--- src/rtl/fifo_pkg.sv ---
`default_nettype none
// ============================================================================
// Module   : fifo_pkg
// Brief    : Shared constants and helpers for the single-clock FIFO family.
// Revision : 1.0 - initial release
// ============================================================================
package fifo_pkg;

  localparam int FIFO_STD  = 0;
  localparam int FIFO_FWFT = 1;

  // Ceiling log2; clog2(1) returns 0.
  function automatic int clog2(input int value);
    int r;
    int v;
    r = 0;
    v = value - 1;
    while (v > 0) begin
      r = r + 1;
      v = v >> 1;
    end
    return r;
  endfunction

  // Legal when 1 <= af <= depth and 0 <= ae <= depth-1.
  function automatic bit thresholds_ok(input int depth, input int af, input int ae);
    return (af >= 1) && (af <= depth) && (ae >= 0) && (ae <= depth - 1);
  endfunction

endpackage
`default_nettype wire

--- src/rtl/fifo_mem.sv ---
`default_nettype none
// ============================================================================
// Module   : fifo_mem
// Brief    : Simple dual-port storage array, synchronous write, async read.
// Revision : 1.0 - initial release
// ============================================================================
module fifo_mem #(
  parameter int DATA_WIDTH = 8,
  parameter int ADD_BITS   = 3
) (
  input  logic                  clk,
  input  logic                  we_i,
  input  logic [ADD_BITS-1:0]   waddr_i,
  input  logic [DATA_WIDTH-1:0] wdata_i,
  input  logic [ADD_BITS-1:0]   raddr_i,
  output logic [DATA_WIDTH-1:0] rdata_o
);

  localparam int c_depth = 1 << ADD_BITS;

  logic [DATA_WIDTH-1:0] mem_q [c_depth];

  always_ff @(posedge clk) begin
    if (we_i) begin
      mem_q[waddr_i] <= wdata_i;
    end
  end

  assign rdata_o = mem_q[raddr_i];

endmodule
`default_nettype wire

--- src/rtl/sync_fifo_ctrl.sv ---
`default_nettype none
// ============================================================================
// Module   : sync_fifo_ctrl
// Brief    : Single-clock FIFO with fill count, thresholds, STD/FWFT read,
//            flush and sticky error flags.
// Revision : 1.0 - initial release
// ============================================================================
module sync_fifo_ctrl
  import fifo_pkg::*;
#(
  parameter int DATA_WIDTH = 8,
  parameter int ADD_BITS   = 3,
  parameter int FWFT       = FIFO_STD,
  parameter int AF_LEVEL   = 6,
  parameter int AE_LEVEL   = 1
) (
  input  logic                  clk,
  input  logic                  rst,
  input  logic                  flush,
  input  logic                  clr_err,
  input  logic                  wen,
  input  logic [DATA_WIDTH-1:0] wdata,
  input  logic                  ren,
  output logic [DATA_WIDTH-1:0] rdata,
  output logic                  rvalid,
  output logic                  full,
  output logic                  empty,
  output logic                  almost_full,
  output logic                  almost_empty,
  output logic [ADD_BITS:0]     count,
  output logic                  overflow,
  output logic                  underflow,
  output logic                  ovf_sticky,
  output logic                  udf_sticky
);

  localparam int                c_depth   = 1 << ADD_BITS;
  localparam int                c_cnt_w   = ADD_BITS + 1;
  localparam logic [ADD_BITS:0] c_cnt_max = c_cnt_w'(c_depth);
  localparam logic [ADD_BITS:0] c_af      = c_cnt_w'(AF_LEVEL);
  localparam logic [ADD_BITS:0] c_ae      = c_cnt_w'(AE_LEVEL);

  if (!thresholds_ok(c_depth, AF_LEVEL, AE_LEVEL)) begin : g_bad_thresholds
    $fatal(1, "sync_fifo_ctrl: AF_LEVEL or AE_LEVEL outside legal range");
  end

  if ((FWFT != FIFO_STD) && (FWFT != FIFO_FWFT)) begin : g_bad_mode
    $fatal(1, "sync_fifo_ctrl: FWFT must be FIFO_STD or FIFO_FWFT");
  end

  logic [ADD_BITS-1:0]   wptr_q, wptr_d;
  logic [ADD_BITS-1:0]   rptr_q, rptr_d;
  logic [ADD_BITS:0]     count_q, count_d;
  logic                  ovf_q, ovf_d;
  logic                  udf_q, udf_d;
  logic                  ovf_sticky_q, ovf_sticky_d;
  logic                  udf_sticky_q, udf_sticky_d;

  logic                  w_full;
  logic                  w_empty;
  logic                  w_rd_ok;
  logic                  w_wr_ok;
  logic                  w_ovf_evt;
  logic                  w_udf_evt;
  logic [DATA_WIDTH-1:0] w_mem_rdata;

  assign w_full  = (count_q == c_cnt_max);
  assign w_empty = (count_q == '0);

  // Flush suppresses every accept and every error event in its cycle.
  assign w_rd_ok   = ren && !w_empty && !flush;
  assign w_wr_ok   = wen && (!w_full || w_rd_ok) && !flush;
  assign w_ovf_evt = wen && !w_wr_ok && !flush;
  assign w_udf_evt = ren && w_empty && !flush;

  fifo_mem #(
    .DATA_WIDTH (DATA_WIDTH),
    .ADD_BITS   (ADD_BITS)
  ) u_mem (
    .clk     (clk),
    .we_i    (w_wr_ok),
    .waddr_i (wptr_q),
    .wdata_i (wdata),
    .raddr_i (rptr_q),
    .rdata_o (w_mem_rdata)
  );

  always_comb begin
    wptr_d       = wptr_q;
    rptr_d       = rptr_q;
    count_d      = count_q;
    ovf_d        = w_ovf_evt;
    udf_d        = w_udf_evt;
    ovf_sticky_d = ovf_sticky_q;
    udf_sticky_d = udf_sticky_q;

    if (flush) begin
      wptr_d  = '0;
      rptr_d  = '0;
      count_d = '0;
    end else begin
      if (w_wr_ok) wptr_d = wptr_q + 1'b1;
      if (w_rd_ok) rptr_d = rptr_q + 1'b1;
      unique case ({w_wr_ok, w_rd_ok})
        2'b10:   count_d = count_q + 1'b1;
        2'b01:   count_d = count_q - 1'b1;
        default: count_d = count_q;
      endcase
    end

    // Set wins over a same-cycle clear so no error event is ever lost.
    if (clr_err) begin
      ovf_sticky_d = 1'b0;
      udf_sticky_d = 1'b0;
    end
    if (w_ovf_evt) ovf_sticky_d = 1'b1;
    if (w_udf_evt) udf_sticky_d = 1'b1;
  end

  always_ff @(posedge clk) begin
    if (rst) begin
      wptr_q       <= '0;
      rptr_q       <= '0;
      count_q      <= '0;
      ovf_q        <= 1'b0;
      udf_q        <= 1'b0;
      ovf_sticky_q <= 1'b0;
      udf_sticky_q <= 1'b0;
    end else begin
      wptr_q       <= wptr_d;
      rptr_q       <= rptr_d;
      count_q      <= count_d;
      ovf_q        <= ovf_d;
      udf_q        <= udf_d;
      ovf_sticky_q <= ovf_sticky_d;
      udf_sticky_q <= udf_sticky_d;
    end
  end

  if (FWFT == FIFO_FWFT) begin : g_fwft
    assign rdata  = w_mem_rdata;
    assign rvalid = !w_empty;
  end else begin : g_std
    logic [DATA_WIDTH-1:0] rdata_q, rdata_d;
    logic                  rvalid_q, rvalid_d;

    always_comb begin
      rdata_d  = rdata_q;
      rvalid_d = w_rd_ok;
      if (w_rd_ok) rdata_d = w_mem_rdata;
    end

    always_ff @(posedge clk) begin
      if (rst) begin
        rdata_q  <= '0;
        rvalid_q <= 1'b0;
      end else begin
        rdata_q  <= rdata_d;
        rvalid_q <= rvalid_d;
      end
    end

    assign rdata  = rdata_q;
    assign rvalid = rvalid_q;
  end

  assign full         = w_full;
  assign empty        = w_empty;
  assign almost_full  = (count_q >= c_af);
  assign almost_empty = (count_q <= c_ae);
  assign count        = count_q;
  assign overflow     = ovf_q;
  assign underflow    = udf_q;
  assign ovf_sticky   = ovf_sticky_q;
  assign udf_sticky   = udf_sticky_q;

endmodule
`default_nettype wire

--- config.mk ---
export PLATFORM = sky130hd
export DESIGN_NAME = sync_fifo_ctrl
export DESIGN_NICKNAME = d
export VERILOG_FILES = /design/src/rtl/fifo_pkg.sv /design/src/rtl/fifo_mem.sv /design/src/rtl/sync_fifo_ctrl.sv
export SDC_FILE = /design/constraint.sdc
export NUM_CORES = 1
export LEC_CHECK = 0
export CAP_MARGIN = 5
export CELL_PAD_IN_SITES_DETAIL_PLACEMENT = 1
export CELL_PAD_IN_SITES_GLOBAL_PLACEMENT = 1
export CORE_ASPECT_RATIO = 2
export CORE_UTILIZATION = 40
export DETAILED_ROUTE_END_ITERATION = 7
export PLACE_DENSITY = 0.74
export SLEW_MARGIN = 40
export SYNTH_ARGS = -nofsm -noshare
export SYNTH_HDL_FRONTEND = slang
export SYNTH_HIERARCHICAL = 1
export SYNTH_SLANG_ARGS = --single-unit
--- constraint.sdc ---
create_clock -name clk -period 3.5 [get_ports clk]
set_clock_uncertainty 0.1 [all_clocks]
set_input_delay 0.525 -clock clk [delete_from_list [all_inputs] [get_ports clk]]
set_output_delay 0.525 -clock clk [all_outputs]
set_load 0.1 [all_outputs]
* Word level (Yosys, flattened, before mapping) *
Memories as Yosys holds them, arrays and structs flattened. A register that Yosys moved wholly into a read port is not among the register bits.
Cells that the tools add are included.

storage, ports and cells
  output and inout port bits = 21
  bits in registers = 15
  memories kept = 1
  RAM bits = 64

memory list
  name         words  bits a word  read ports  clocked after memory_dff  write ports  line            source
  u_mem.mem_q  8      8            1           1                         1            fifo_mem.sv:21  logic [DATA_WIDTH-1:0] mem_q [c_depth];

cells by class
  eq/ne operators = 3
  reduce and logical (&&, ||, !) cells = 18
  $add $sub $neg = 4
  multiplexer cells = 6
  magnitude comparators = 2

operators with widths
  kind                 count
  $logic_and 1x1->1    8
  $pmux 4 s2           1
  $add 3x1->3 const B  2
  $reduce_bool 2->1    3
  $mux 1               5
  $add 4x1->4 const B  1
  $eq 4x4->1 const B   1
  $ge 4x3->1 const B   1
  $le 4x1->1 const B   1
  $logic_not 1->1      4
  $logic_not 4->1      1
  $sub 4x1->4 const B  1
  $eq 2x1->1 const B   1
  $eq 2x2->1 const B   1
  $reduce_or 2->1      1
  $logic_or 1x1->1     1

* Logic depth before layout (Yosys ltp) *
Gate-level depths: netlist of the first run.

  depth after elaboration = 11
  depth in mapped cells = 11
  gate-level depth less buffers = 9

* Hierarchy *
The synthesis of the first run kept the hierarchy.

by module, submodules not included
  module          instances  area each (um^2)  sequential area each (um^2)  cells each
  fifo_mem        1          2531.2            1921.8                       106
  sync_fifo_ctrl  1          1084.8            460.4                        124

* Worst setup path after synthesis of the first run *
No wires, ideal clock.

  path type = register to output
  from = register count_q[0], in the netlist count[0]
  to = output port almost_empty
  setup slack = -0.497 ns
  data arrival time = 3.372 ns
  required time = 2.875 ns
  cell stages (with the launch flop) = 4
  cell sequence = dfxtp_1 -> ha_1 -> nor2_1 -> nor3_1

on the way
  longest elaborated chain between the ends = 1

ends and longest elaborated chain
  element                 line                   source
  from (decl)             sync_fifo_ctrl.sv:53   logic [ADD_BITS:0] count_q, count_d;
  from (signal assigned)  sync_fifo_ctrl.sv:132  count_q <= count_d;
  $le 4x1->1              sync_fifo_ctrl.sv:170  assign almost_empty = (count_q <= c_ae);
  to (decl)               sync_fifo_ctrl.sv:29   output logic almost_empty,

Every way passes these cells.

* Final worst setup path of the first run *
  from = register count_q[0], in the netlist count[0]
  to = register count_q[3], in the netlist count[3]

on the way
  longest elaborated chain between the ends = 9
  elaborated cells between the ends (all ways) = 15
  classes of those cells = 2 x add/sub; 3 x eq/ne; 1 x mux; 9 x reduce/logical

ends and longest elaborated chain
  element                                                 line                   source
  $logic_not 4->1 (*)                                     sync_fifo_ctrl.sv:68   assign w_empty = (count_q == '0);
  $logic_not 1->1 (*)                                     sync_fifo_ctrl.sv:71   assign w_rd_ok = ren && !w_empty && !flush;
  $logic_and 1x1->1 (*) (2 in a row)                      sync_fifo_ctrl.sv:71
  net g_std.rvalid_d                                      sync_fifo_ctrl.sv:145  logic rvalid_q, rvalid_d;
  $logic_or 1x1->1                                        sync_fifo_ctrl.sv:72   assign w_wr_ok = wen && (!w_full || w_rd_ok) && !flush;
  $logic_and 1x1->1 (2 in a row)                          sync_fifo_ctrl.sv:72
  $eq 2x1->1 / $eq 2x2->1 (equally long branches)         sync_fifo_ctrl.sv:104  unique case ({w_wr_ok, w_rd_ok})
  $pmux 4 s2 / $reduce_bool 2->1 (equally long branches)  n/a

Mark *: on every way through the listed nets, which the timed path passes. The rest lies on a longest branch.
A chain may end at the register's enable or synchronous reset.

==> results.json, run 1 <==
{
  "outcome": "finished, final reports clean",
  "cpLargestDelayFamily": "simple AND/OR/NAND/NOR gates",
  "slew_violations": 0,
  "synthesis.instances": 230,
  "grt_pass1_vias": 2141,
  "crit_top_cell": "ha_1",
  "final_nets": 296,
  "via_per_inst": 5.51,
  "grt_usage_pct": 16.8,
  "power_leakage_nw": 1.49,
  "antenna_found_initial": 0,
  "synthesis.area_sq_um": 3620,
  "p_per_area_nw_per_um2": 508,
  "nFillCells": 862,
  "synth_edf_count": 64,
  "drive_above_1_share_pct": 21.8,
  "dpl_worst_slack_ns": 0.755,
  "worst_slack_ns": 0.797,
  "comb_power_share_pct": 6.7,
  "final.setup.tns_ns": 0,
  "clk_latency_ns": 0.34,
  "areaGrowthSynthToFinish_pct": 18.6,
  "io_pins": 35,
  "rsz0062_at_grt": "false",
  "firstDrtPassIters": 4,
  "period_minus_slack_ns": 2.70,
  "synth_nets": 251,
  "cts.sinks": 87,
  "timing.fmax_mhz": 370,
  "async_reset_ff_share_pct": 0,
  "rrSetupSlack_ns": 0.80,
  "gp_congestion": 0.737,
  "seq_area_frac_synth_pct": 65.9,
  "final_common_cell": "edfxtp_1",
  "num_vias": 2093,
  "final_cell_count_no_fill": 380,
  "crit_path_cell_trace": "inv_1 -> ha_1 -> or3b_1 -> inv_4 -> nor2_1 -> ha_1 -> or4b_1 -> a2111o_1 -> o21ai_1",
  "synth.area.top_cells": "edfxtp_1 (53%), dfxtp_1 (13%), mux4_1 (11%)",
  "clockBufferDepth": 2,
  "grt_start_max_net_pins": 20,
  "drv_cap": 0,
  "synth-seq-cells": 87,
  "drtIter0Drc": 120,
  "die_area_sq_um": 9450,
  "relSlewSlack_pct": 47.1,
  "slowest_stage": "or4b_1",
  "clk_pin_slew_worst_paths_ns": 0.06,
  "syn_area_per_cell_sq_um": 15.7,
  "std_cell_rows": 48,
  "num_antenna_cells": 0,
  "placed_cells_incl_taps": 364,
  "worst-endpoint-arrival_ns": 2.88,
  "holdBufCountCts": 0,
  "cts_tree": "built",
  "dp_hpwl_um": 5250,
  "end_kind": "register",
  "grt_overflow": 0,
  "detail_route.wl_per_cell_um": 19.5,
  "port_buffers": 34,
  "cts_buffers": 9,
  "die_h_um": 136,
  "die_w_um": 69.2,
  "path_max_fanout": 18,
  "grt_pass1_wl_um": 11500,
  "htreeDepth": 3,
  "yosysWarnings": 6,
  "hold_viol_final": 0,
  "total_power_mw": 2.18,
  "ctsResizeCount": 0,
  "clock_power_share_pct": 41.9,
  "fp.coreArea_sq_um": 8710,
  "internal_power_mw": 1.65,
  "cts_setup_buffers": 0,
  "synth_top_area_cell": "edfxtp_1",
  "max-vdd-ir-drop_uv": 238,
  "wirelength_um": 7420,
  "ys.flop_type": "edfxtp_1",
  "layout_common_cells": "edfxtp_1 (64), dfxtp_1 (23), a21oi_1 (18), buf_2 (17)",
  "hp-class": "reg2reg",
  "ant_nets": 0,
  "tightest_slew_ns": 0.793,
  "finalSetupViolCount": 0,
  "cts_root_buf": "clkbuf_16",
  "p_seq_share_pct": 51.4,
  "fin_crit_sh_pct": 77.2,
  "drc": 0,
  "critPathKind": "reg2reg",
  "crit_required_ns": 3.67,
  "yosys.cell_types.count": 39,
  "worstSetupStartpointType": "register",
  "yosys.area.top_type_share_pct": 53.1,
  "start_util_pct": 41.5,
  "cpPeakStageDelay_ns": 0.50,
  "p_switching_mw": 0.526,
  "swShare_pct": 24.1,
  "fin_util_pct": 49.2,
  "crit_buf_inv": 2
}
## registers in the layout, indices dropped and copies added, names as in the netlist
signal / count
ovf_sticky: 1
overflow: 1
underflow: 1
count: 4
wptr_q: 3
rdata: 8
u_mem/mem_q: 64
udf_sticky: 1
rvalid: 1
rptr_q: 3
## metrics by stage
step | area [sq um] | hold WS, ns
floorplan | 3620 | 0.351
global placement | 4080 | 0.360
global route | 4290 | 0.393
finish | 4290 | 0.372
detailed placement | 4000 | 0.367
CTS | 4290 | 0.377
## worst paths after layout
kind         startpoint          to  cells after the start
max            count[0]    count[3]                      9
min          udf_sticky  udf_sticky                      2
max reg2reg    count[0]    count[3]                      9
min reg2reg  udf_sticky  udf_sticky                      2
## worst reg2reg max path, stage by stage (launching register included)
cell      delay [ns]
dfxtp_1         0.46
inv_1           0.12
ha_1            0.28
or3b_1          0.26
inv_4           0.10
nor2_1          0.12
ha_1            0.25
or4b_1          0.50
a2111o_1        0.38
o21ai_1         0.08
## metal layers
layer	global-route usage [%]	vias to the layer above	wire [um]
li1	-	991	-
met1	16.4	1039	2710
met2	31.8	47	4230
met3	4.15	16	276
met4	8.96	0	211
met5	0	-	0
## cell type report
class	instances	area [sq um]	area share (%)
clock buffer	9	225	5.25
clock inverter	7	66.3	1.55
inverter	5	21.3	0.496
multi-input combinational	127	1140	26.6
sequential	87	2380	55.6
tap	100	125	2.92
timing repair buffer	45	328	7.65
## Yosys cell counts, types with 5 or more instances
cell / count
nor2_1: 12
mux2_2: 8
ha_1: 7
mux4_1: 15
nand2_1: 5
edfxtp_1: 64
nand2b_1: 8
o21ai_1: 6
o21ai_0: 10
nand3_1: 10
dfxtp_1: 23
a21oi_1: 18
## power by group through the flow
stage                     Sequential (mW)  Combinational (mW)  Clock, mW
after global routing                 1.12               0.156      0.971
after floorplan                      1.17              0.0676          0
after CTS                            1.12               0.149      0.932
final                                1.12               0.147      0.912
after global placement               1.14               0.149          0
after detailed placement             1.14               0.147          0
## cells by family (layout without fill, tap and decap cells)
kind of cell               Yosys count  count (layout)  synth area share [%]
AOI/OAI and AO/OA                   37              37                  5.43
xor gates and xnor gates             2               2                 0.485
adders and majority gates            7               7                  2.42
buffers and inverters               16              66                  2.73
DFF                                 87              87                  65.9
muxes                               25              25                  14.3
and+or+nand+nor                     56              56                  8.75
Power figures use the tool's default switching activity.
==> run 2: changes to the inputs <==
--- a/config.mk
+++ b/config.mk
@@ -11,7 +11,7 @@
 export CORE_ASPECT_RATIO = 2
 export CORE_UTILIZATION = 40
 export DETAILED_ROUTE_END_ITERATION = 7
-export PLACE_DENSITY = 0.74
+export PLACE_DENSITY = 0.77
 export SLEW_MARGIN = 40
 export SYNTH_ARGS = -nofsm -noshare
 export SYNTH_HDL_FRONTEND = slang
==> constraint.sdc (replaced) <==
create_clock -name clk -period 2.4 [get_ports clk]
set_clock_uncertainty 0.1 [all_clocks]
set_input_delay 0.36 -clock clk [delete_from_list [all_inputs] [get_ports clk]]
set_output_delay 0.36 -clock clk [all_outputs]
set_load 0.1 [all_outputs]
==> run 2 against run 1 <==
Compared with the run above: hold slack better by 0.012 ns; via count is 2.7% higher; critical path type is now reg2out; die area stayed put; critical endpoint is now empty; highest routed layer unchanged.
==> results.json, run 2 (synthesis results as in run 1) <==
{
  "end_kind": "output port",
  "tightest_slew_ns": 0.826,
  "final_nets": 304,
  "via_per_inst": 5.57,
  "largest_register_ffs": 64,
  "dpl_worst_slack_ns": -0.0569,
  "max-vdd-ir-drop_uv": 506,
  "critPathKind": "reg2out",
  "fin_util_pct": 50.8,
  "antenna_found_initial": 0,
  "worst_slack_ns": 0.0937,
  "grt_pass1_vias": 2302,
  "crit_required_ns": 1.94,
  "timing.fmax_mhz": 434,
  "dpl-instance-area_sq_um": 4170,
  "drv_cap": 0,
  "drtIter0Drc": 135,
  "outcome": "finished, final reports clean",
  "power_leakage_nw": 1.52,
  "start_util_pct": 41.5,
  "rsz0062_at_grt": "false",
  "worstSetupStartpointType": "register",
  "p_per_area_nw_per_um2": 701,
  "finalSetupViolCount": 0,
  "hp-class": "reg2reg",
  "areaGrowthSynthToFinish_pct": 22.4,
  "clk_latency_ns": 0.34,
  "holdBufCountCts": 0,
  "cts_tree": "built",
  "firstDrtPassIters": 4,
  "wirelength_um": 8070,
  "grt_overflow": 0,
  "die_w_um": 69.2,
  "top_register": "u_mem/mem_q",
  "grt_usage_pct": 18.6,
  "dp_hpwl_um": 5610,
  "slew_violations": 0,
  "clk_pin_slew_worst_paths_ns": 0.06,
  "fp.coreArea_sq_um": 8710,
  "hold_viol_final": 0,
  "port_buffers": 34,
  "cts_buffers": 9,
  "placed_cells_incl_taps": 372,
  "grt_start_max_net_pins": 20,
  "fin_crit_sh_pct": 96.1,
  "die_h_um": 136,
  "final_cell_count_no_fill": 386,
  "path_max_fanout": 17,
  "io_pins": 35,
  "grt_pass1_wl_um": 12600,
  "relSlewSlack_pct": 44.9,
  "drc": 0,
  "drive_above_1_share_pct": 26.2,
  "clockBufferDepth": 2,
  "final.setup.tns_ns": 0,
  "std_cell_rows": 48,
  "detail_route.wl_per_cell_um": 20.9,
  "cts_setup_buffers": 0,
  "num_vias": 2149,
  "fin_area_sq_um": 4420,
  "ant_nets": 0,
  "worst-endpoint-arrival_ns": 1.85,
  "gp_congestion": 0.749,
  "cts.sinks": 87,
  "num_antenna_cells": 0,
  "layout_common_cells": "edfxtp_1 (64), buf_4 (38), dfxtp_1 (19), a21oi_1 (18), mux4_1 (15)",
  "nFillCells": 855,
  "htreeDepth": 3,
  "cts_root_buf": "clkbuf_16",
  "ctsResizeCount": 0,
  "die_area_sq_um": 9450,
  "final_common_cell": "edfxtp_1",
  "period_minus_slack_ns": 2.31
}
run 2: per-stage QoR:
step           power [mW]  hold WS [ns]
2_1_floorplan        1.82         0.329
3_3_place_gp         1.90         0.360
3_5_place_dp         1.91         0.375
4_1_cts              3.13         0.386
5_1_grt              3.19         0.404
6_report             3.10         0.384
run 2: final cells by class:
cell class	count	area [sq um]	share of cell area (%)
multi-input combinational	127	1180	26.6
clock buffer	11	233	5.26
tap	100	125	2.83
clock inverter	3	22.5	0.509
sequential	87	2390	54.1
timing repair buffer	53	447	10.1
inverter	5	28.8	0.650
run 2: worst paths after layout:
path / from / to / slack, ns / depth (start not counted)
setup / recovery: count[0] / empty / 0.09 / 6
hold / removal: rdata[4] / rdata[4] / 0.38 / 2
setup reg to reg: count[0] / count[3] / 0.11 / 9
hold reg to reg: rdata[4] / rdata[4] / 0.38 / 2
run 2: metal layers:
layer  up-vias  track usage [%]  part of all wire (%)
li1       1000                -                     -
met1      1081             18.1                    37
met2        51             35.5                    56
met3        17             3.26                   2.7
met4         0             11.2                   3.7
met5         -                0                     0
run 2: power breakdown:
| group | internal, mW | switching [mW] |
|---|---|---|
| sequential | 1.63 | 0.00939 |
| combinational | 0.0855 | 0.160 |
| clock | 0.689 | 0.530 |
| total | 2.40 | 0.699 |
run 2: worst max-delay path: stages (launching register included):
cell and delay (ns):
dfxtp_4 0.38, inv_4 0.07, ha_4 0.16, or3b_1 0.44, inv_6 0.10, buf_6 0.17
buf_12 0.19
